File: src/rtl/regfile_pkg.sv
// Shared constants, dump FSM state type and architectural reset values for the register file.
// Latency: n/a (declarations only).
// Backpressure: n/a.
package regfile_pkg;

   localparam int XLEN_DEF  = 32;
   localparam int NREGS_DEF = 32;

   typedef enum logic {DUMP_IDLE, DUMP_RUN} dump_state_e;

   // Architectural reset value of register idx; x0 and unlisted registers start at zero
   function automatic logic [31:0] reg_reset_value(input int unsigned idx);
      case (idx)
         1, 2:    return 32'd7;
         29:      return 32'd252;
         default: return 32'd0;
      endcase
   endfunction

endpackage

File: src/rtl/regfile_multiport_if.sv
// Bundle of read, write and dump signals between the pipeline/debug logic and the register file.
// Latency: n/a (wires only).
// Backpressure: dump_ready from the consumer holds the current dump beat.
interface regfile_multiport_if
   import regfile_pkg::*;
#(
   parameter int XLEN  = XLEN_DEF,
   parameter int NREGS = NREGS_DEF,
   parameter int NRD   = 2
);
   localparam int AW = $clog2(NREGS);

   logic [NRD*AW-1:0]   rd_addr;
   logic [NRD*XLEN-1:0] rd_data;
   logic                wr_en;
   logic [AW-1:0]       wr_addr;
   logic [XLEN-1:0]     wr_data;
   logic                dump_start;
   logic                dump_busy;
   logic                dump_valid;
   logic                dump_ready;
   logic [AW-1:0]       dump_idx;
   logic [XLEN-1:0]     dump_data;
   logic                dump_last;

   modport master (
      output rd_addr, wr_en, wr_addr, wr_data, dump_start, dump_ready,
      input  rd_data, dump_busy, dump_valid, dump_idx, dump_data, dump_last
   );

   modport slave (
      input  rd_addr, wr_en, wr_addr, wr_data, dump_start, dump_ready,
      output rd_data, dump_busy, dump_valid, dump_idx, dump_data, dump_last
   );

endinterface

File: src/rtl/regfile_dump_ctrl.sv
// Dump sequencer: walks register indices 0..NREGS-1, one beat per accepted handshake.
// Latency: first beat valid one cycle after start; then one beat per cycle while ready.
// Backpressure: index and load strobe freeze while ready_i is low; start ignored while running.
module regfile_dump_ctrl
   import regfile_pkg::*;
#(
   parameter int NREGS = NREGS_DEF
) (
   input  logic                     clk,
   input  logic                     reset,
   input  logic                     start_i,
   input  logic                     ready_i,
   output logic                     valid_o,
   output logic                     last_o,
   output logic [$clog2(NREGS)-1:0] idx_o,
   output logic                     load_o,
   output logic [$clog2(NREGS)-1:0] load_addr_o
);
   localparam int AW = $clog2(NREGS);
   localparam logic [AW-1:0] LAST_IDX = AW'(NREGS - 1);

   dump_state_e   state_q, state_d;
   logic [AW-1:0] idx_q, idx_d;

   // State and index registers
   always_ff @(posedge clk) begin
      if (reset) begin
         state_q <= DUMP_IDLE;
         idx_q   <= '0;
      end else begin
         state_q <= state_d;
         idx_q   <= idx_d;
      end
   end

   // Next state; load strobe tells the top which register to capture into the beat register
   always_comb begin
      state_d     = state_q;
      idx_d       = idx_q;
      load_o      = 1'b0;
      load_addr_o = idx_q;
      case (state_q)
         DUMP_IDLE: begin
            if (start_i) begin
               state_d     = DUMP_RUN;
               idx_d       = '0;
               load_o      = 1'b1;
               load_addr_o = '0;
            end
         end
         DUMP_RUN: begin
            if (ready_i) begin
               if (idx_q == LAST_IDX) begin
                  state_d = DUMP_IDLE;
                  idx_d   = '0;
               end else begin
                  idx_d       = idx_q + AW'(1);
                  load_o      = 1'b1;
                  load_addr_o = idx_q + AW'(1);
               end
            end
         end
         default: state_d = DUMP_IDLE;
      endcase
   end

   assign valid_o = (state_q == DUMP_RUN);
   assign last_o  = valid_o && (idx_q == LAST_IDX);
   assign idx_o   = idx_q;

endmodule

File: src/rtl/regfile_multiport.sv
// Integer register file: NRD registered read ports, one write port, streamed register dump.
// Latency: reads and dump beats one cycle after sampling, with write-first bypass.
// Backpressure: dump beat held stable while dump_ready is low; reads/writes never stall.
module regfile_multiport
   import regfile_pkg::*;
#(
   parameter int XLEN  = XLEN_DEF,
   parameter int NREGS = NREGS_DEF,
   parameter int NRD   = 2
) (
   input logic                clk,
   input logic                reset,
   regfile_multiport_if.slave bus
);
   localparam int AW = $clog2(NREGS);

   logic [XLEN-1:0] regs_q [NREGS];
   logic [XLEN-1:0] regs_d [NREGS];
   logic [XLEN-1:0] dump_data_q, dump_data_d;
   logic            wr_commit;
   logic            dump_load;
   logic [AW-1:0]   dump_addr;

   // x0 is never written, so it stays at its zero reset value and reads return 0
   assign wr_commit = bus.wr_en && (bus.wr_addr != '0);

   // Array next state: single write port
   always_comb begin
      regs_d = regs_q;
      if (wr_commit) regs_d[bus.wr_addr] = bus.wr_data;
   end

   // Array storage; reset wins over a simultaneous write
   always_ff @(posedge clk) begin
      if (reset) begin
         for (int i = 0; i < NREGS; i++) regs_q[i] <= XLEN'(reg_reset_value(i));
      end else begin
         regs_q <= regs_d;
      end
   end

   for (genvar k = 0; k < NRD; k++) begin : g_rd
      logic [AW-1:0]   addr;
      logic [XLEN-1:0] rd_data_d, rd_data_q;

      assign addr = bus.rd_addr[k*AW +: AW];

      // Write-first read: a same-cycle write to this address is forwarded
      always_comb rd_data_d = (wr_commit && bus.wr_addr == addr) ? bus.wr_data : regs_q[addr];

      // Registered read data
      always_ff @(posedge clk) begin
         if (reset) rd_data_q <= '0;
         else       rd_data_q <= rd_data_d;
      end

      assign bus.rd_data[k*XLEN +: XLEN] = rd_data_q;
   end

   regfile_dump_ctrl #(.NREGS(NREGS)) u_dump_ctrl (
      .clk         (clk),
      .reset       (reset),
      .start_i     (bus.dump_start),
      .ready_i     (bus.dump_ready),
      .valid_o     (bus.dump_valid),
      .last_o      (bus.dump_last),
      .idx_o       (bus.dump_idx),
      .load_o      (dump_load),
      .load_addr_o (dump_addr)
   );

   // Beat register: captured only on start or transfer, so a stalled beat never changes
   always_comb begin
      dump_data_d = dump_data_q;
      if (dump_load) begin
         dump_data_d = (wr_commit && bus.wr_addr == dump_addr) ? bus.wr_data : regs_q[dump_addr];
      end
   end

   // Beat data register
   always_ff @(posedge clk) begin
      if (reset) dump_data_q <= '0;
      else       dump_data_q <= dump_data_d;
   end

   assign bus.dump_data = dump_data_q;
   assign bus.dump_busy = bus.dump_valid;

endmodule

File: src/flat_wrapper.sv
// flat-port wrapper written by rule: the top's interface ports become plain ports
module regfile_multiport_flat import regfile_pkg::*;
#(
   parameter int XLEN  = XLEN_DEF,
   parameter int NREGS = NREGS_DEF,
   parameter int NRD   = 2
)
  (clk, reset, bus_rd_addr, bus_wr_en, bus_wr_addr, bus_wr_data, bus_dump_start, bus_dump_ready, bus_rd_data, bus_dump_busy, bus_dump_valid, bus_dump_idx, bus_dump_data, bus_dump_last);
  regfile_multiport_if #(.XLEN(XLEN), .NREGS(NREGS), .NRD(NRD)) bus_i ();
  input logic clk;
  input logic reset;
  input wire logic [$bits(bus_i.rd_addr)-1:0] bus_rd_addr;
  input wire logic [$bits(bus_i.wr_en)-1:0] bus_wr_en;
  input wire logic [$bits(bus_i.wr_addr)-1:0] bus_wr_addr;
  input wire logic [$bits(bus_i.wr_data)-1:0] bus_wr_data;
  input wire logic [$bits(bus_i.dump_start)-1:0] bus_dump_start;
  input wire logic [$bits(bus_i.dump_ready)-1:0] bus_dump_ready;
  output wire logic [$bits(bus_i.rd_data)-1:0] bus_rd_data;
  output wire logic [$bits(bus_i.dump_busy)-1:0] bus_dump_busy;
  output wire logic [$bits(bus_i.dump_valid)-1:0] bus_dump_valid;
  output wire logic [$bits(bus_i.dump_idx)-1:0] bus_dump_idx;
  output wire logic [$bits(bus_i.dump_data)-1:0] bus_dump_data;
  output wire logic [$bits(bus_i.dump_last)-1:0] bus_dump_last;
  assign bus_i.rd_addr = bus_rd_addr;
  assign bus_i.wr_en = bus_wr_en;
  assign bus_i.wr_addr = bus_wr_addr;
  assign bus_i.wr_data = bus_wr_data;
  assign bus_i.dump_start = bus_dump_start;
  assign bus_i.dump_ready = bus_dump_ready;
  assign bus_rd_data = bus_i.rd_data;
  assign bus_dump_busy = bus_i.dump_busy;
  assign bus_dump_valid = bus_i.dump_valid;
  assign bus_dump_idx = bus_i.dump_idx;
  assign bus_dump_data = bus_i.dump_data;
  assign bus_dump_last = bus_i.dump_last;
  regfile_multiport #(.XLEN(XLEN), .NREGS(NREGS), .NRD(NRD)) u_core (.clk(clk), .reset(reset), .bus(bus_i));
endmodule
File: config.mk
export PLATFORM = sky130hd
export DESIGN_NAME = regfile_multiport_flat
export DESIGN_NICKNAME = d
export VERILOG_FILES = /design/src/rtl/regfile_pkg.sv /design/src/rtl/regfile_multiport_if.sv /design/src/rtl/regfile_dump_ctrl.sv /design/src/rtl/regfile_multiport.sv /design/src/flat_wrapper.sv
export SDC_FILE = /design/constraint.sdc
export NUM_CORES = 2
export LEC_CHECK = 0
export CAP_MARGIN = 20
export CORE_ASPECT_RATIO = 0.5
export CORE_MARGIN = 2
export CORE_UTILIZATION = 35
export CTS_CLUSTER_DIAMETER = 30
export DETAILED_ROUTE_END_ITERATION = 16
export SYNTH_ARGS = -nofsm -noshare
export SYNTH_HDL_FRONTEND = slang
export SYNTH_SLANG_ARGS = --single-unit
File: constraint.sdc
create_clock -name clk -period 4.52 [get_ports clk]
set_clock_uncertainty 0.05 [all_clocks]
set_input_delay 0.904 -clock clk [delete_from_list [all_inputs] [get_ports clk]]
set_output_delay 0.904 -clock clk [all_outputs]
set_load 0.005 [all_outputs]
==> flow_metrics.env <==
export IMPL_critPathMaxFanout=33
export IMPL_critical_path_buf_inv_count=3
export IMPL_setup_total_negative_slack_ns=0
export IMPL_top_level_ports=156
export IMPL_final_antenna_net_count=0
export IMPL_critPathLaunchType="register"
export IMPL_synth_largest_area_cell="dfxtp_1"
export IMPL_yosys_warnings=0
export IMPL_detailroute_via_count=56070
export IMPL_ctsLongestPathBuffers=3
export IMPL_ys_flop_type="dfxtp_1"
export IMPL_place_congestion=0.902
export IMPL_grt_first_pass_wirelength_um=377000
export IMPL_synth_seq_cells=1126
export IMPL_timing_max_slew_rel_slack=0.218
export IMPL_wirelength_um=261000
export IMPL_synth_top_cells_by_area="dfxtp_1, mux4_2, nand2_1, a21oi_1, clkbuf_1"
export IMPL_netlist_cell_type_count=53
export IMPL_ir_drop_mv=0.340
export IMPL_cts_hold_buf=0
export IMPL_die_h_um=304
export IMPL_post_route_period_util=0.874
export IMPL_core_area_mm2=0.178
export IMPL_worst_path_dominant_cell_family="adder cells"
export IMPL_detail_route_drc_violations=0
export IMPL_insertion_delay_ns=0.85
export IMPL_drive_gt1_frac=0.265
export IMPL_antenna_found_initial=8
export IMPL_number_of_synthesized_flops_with_an_enable_pin=0
export IMPL_die_w_um=603
export IMPL_number_of_nets_produced_by_synthesis=6420
export IMPL_worst_path_required_time_ns=5.15
export IMPL_final_design_area_no_fill_mm2=0.0756
export IMPL_clk_root_buffer_cell="clkbuf_16"
export IMPL_finalWorstSetupSlack_ns=0.571
export IMPL_worst_endpoint_arrival_ns=4.58
export IMPL_max_freq_mhz=253
export IMPL_route_detailed_vias_per_inst=6.31
export IMPL_synth_top_area_share=0.359
export IMPL_grt_start_max_net_pins=135
export IMPL_portBuffers=155
export IMPL_power_mw=29.0
export IMPL_syn_area_mm2=0.0629
export IMPL_setup_worst_path_end_class="register"
export IMPL_timing_final_setup_violations=0
export IMPL_tritoncts_num_sinks=1126
export IMPL_worst_path_max_delay_cell="mux4_2"
export IMPL_maxSlewViolCount=0
export IMPL_grt_pass1_vias=52742
export IMPL_worstMarginPinSlew_ns=1.17
export IMPL_cp_slowest_stage_delay_ns=0.54
export IMPL_detail_route_wl_per_cell_um=29.4
export IMPL_synth_seq_area_share=0.359
export IMPL_synth_async_sr_flop_share=0
export IMPL_synthCells=6364
export IMPL_post_cts_setup_buffer_count=0
export IMPL_rsz_0062_raised_after_global_routing="false"
export IMPL_post_placement_cell_area_mm2=0.0681
export IMPL_final_net_count=6362
export IMPL_cellLeakagePower_nw=24.6
export IMPL_power_per_cell_area_mw_per_mm2=383
export IMPL_grt_overflow=0
export IMPL_clk_transition_reported_paths_ns=0.05
export IMPL_cts_tree="done"
export IMPL_synth_area_per_cell_um2=9.88
export IMPL_result_of_the_run="finished, final reports clean"
export IMPL_dp_worst_setup_slack_ns=0.309
export IMPL_row_count=109
export IMPL_initialDrtViolationCount=9278
export IMPL_critPathMostFrequentCell="ha_1"
export IMPL_crit_chain="ha_1 -> and3_1 -> ha_1 -> inv_1 -> ha_1 -> a2bb2oi_4 -> buf_12 -> buf_4 -> mux4_2 -> a22o_1 -> a221oi_2 -> a2111oi_2"
export IMPL_initial_utilization=0.354
export IMPL_drt_pass1_iterations=6
export IMPL_floorplan_die_area_mm2=0.183
export IMPL_area_delta_synth_final_pct=20.3
export IMPL_min_delay_path_class="reg2reg"
export IMPL_grt_usage=0.279
export IMPL_cts_htree_levels=4
export IMPL_detailedPlacementHpwl_um=157000
export IMPL_cts_inserted_buffers=216
export IMPL_ctsResizeCount=0
export IMPL_worstSetupPathType="reg2reg"
export IMPL_drv_max_cap_violation_count=0
export IMPL_final_hold_violation_count=0
export IMPL_finalCriticalPeriod_ns=3.95
==> worst reg2reg max path: cells and delay by family (launching register included) <==
kind | cells | cell delay, ns
buffers and inverters | 3 | 0.82
AND/OR/NAND/NOR | 1 | 0.19
AO/OA/AOI/OAI | 4 | 0.81
multiplexers | 1 | 0.55
flip-flops | 1 | 0.49
adder cells (fa/ha/maj) | 3 | 0.89
==> flip-flops by register name, indices dropped and copies added (netlist names) <==
name / flops
u_core.g_rd.rd_data_q: 64
u_core.bus.dump_data: 32
u_core.regs_q: 1024
u_core.u_dump_ctrl.valid_o: 1
u_core.u_dump_ctrl.idx_o: 5
==> kinds of logic (layout without fill, tap and decap cells) <==
| group | Yosys count | after routing | share of synthesized area |
|---|---|---|---|
| simple gates | 2322 | 2322 | 0.145 |
| other cells | 0 | 5 | 0 |
| buf+inv | 716 | 848 | 0.0468 |
| xor+xnor | 15 | 15 | 0.00209 |
| mux | 961 | 961 | 0.332 |
| flops | 1126 | 1126 | 0.359 |
| compound gates | 1220 | 1220 | 0.115 |
| fa+ha+maj | 4 | 4 | 0.000796 |
==> path summary, 6_finish.rpt <==
| check | start | slack [ns] | cells past startpoint | to |
|---|---|---|---|---|
| setup / recovery | u_core.u_dump_ctrl.idx_o[0]$_SDFFE_PP0P_ | 0.57 | 12 | u_core.bus.dump_data[29]$_SDFFE_PP0P_ |
| hold / removal | u_core.regs_q[51]$_SDFFE_PP0P_ | 0.43 | 2 | u_core.regs_q[51]$_SDFFE_PP0P_ |
| setup reg to reg | u_core.u_dump_ctrl.idx_o[0]$_SDFFE_PP0P_ | 0.57 | 12 | u_core.bus.dump_data[29]$_SDFFE_PP0P_ |
| hold reg to reg | u_core.regs_q[51]$_SDFFE_PP0P_ | 0.43 | 2 | u_core.regs_q[51]$_SDFFE_PP0P_ |
==> power by group <==
group          internal, mW  total (mW)  switching (mW)
clock network          10.6        16.6            5.99
logic                 0.834        2.19            1.36
registers              10.0        10.2           0.110
total                  21.5        29.0            7.46
==> cells in the mapped netlist, types with 2 or more instances <==
library cell	number
a22o_1	32
ha_1	4
o21ai_0	2
xnor2_1	8
nand2_2	2
buf_6	6
or2_1	3
nor2_1	168
buf_4	20
inv_1	4
nor3_4	2
and3b_1	3
and2_1	5
mux4_2	896
or3_1	3
clkbuf_1	523
nand2_1	2026
dfxtp_1	1126
and3_1	37
buf_1	55
xor2_1	7
nor2b_1	33
nor4_1	2
a21oi_1	985
nand3_1	11
buf_2	108
nand3b_1	13
a221oi_2	30
a221oi_1	2
or2_2	2
a211oi_1	64
nor3_1	2
a2111oi_2	32
mux2i_1	64
a22oi_1	65
a2bb2oi_4	2
==> placed cells by master (no fill, tap or decap), drive strengths merged, types with 7 or more instances in the layout <==
cell | Yosys | routed
clkinvlp | 0 | 29
nor2b | 33 | 33
buf | 189 | 292
xor2 | 7 | 7
and3 | 37 | 37
a211oi | 64 | 64
mux2i | 65 | 65
mux4 | 896 | 896
nand2 | 2028 | 2028
xnor2 | 8 | 8
nand3b | 14 | 14
clkinv | 0 | 56
a22o | 32 | 32
nor2 | 168 | 168
dfxtp | 1126 | 1126
inv | 4 | 34
nand3 | 11 | 11
clkdlybuf4s50 | 0 | 143
a21oi | 985 | 985
a2111oi | 32 | 32
clkbuf | 523 | 272
a22oi | 65 | 65
a221oi | 32 | 32
bufinv | 0 | 22
==> cell type report <==
cell class | instances | area (um^2)
Sequential cell | 1126 | 22500
Fill cell | 16678 | 102000
Inverter | 4 | 15.0
Multi-Input combinational cell | 4522 | 37800
Clock buffer | 271 | 5930
Clock inverter | 137 | 1620
Timing Repair Buffer | 436 | 4780
Tap cell | 2386 | 2990
Antenna cell | 5 | 12.5
==> stage by stage <==
step	hold slack (ns)	std cells	utilization
after floorplan	0.403	6364	-
after global placement	0.412	8473	0.383
after detailed placement	0.421	8473	0.383
after CTS	0.428	8881	0.426
after global routing	0.446	8882	0.426
final	0.428	8887	0.426
==> per-layer routing <==
| metal | up-vias | part of all wire | GRT usage |
|---|---|---|---|
| met4 | 12 | 0.065 | 0.165 |
| met1 | 27829 | 0.37 | 0.362 |
| met2 | 4331 | 0.43 | 0.408 |
| met5 | - | 0.00046 | 0.00207 |
| li1 | 23028 | - | - |
| met3 | 870 | 0.14 | 0.0879 |
Note: power is estimated with default switching activity, not from simulation.
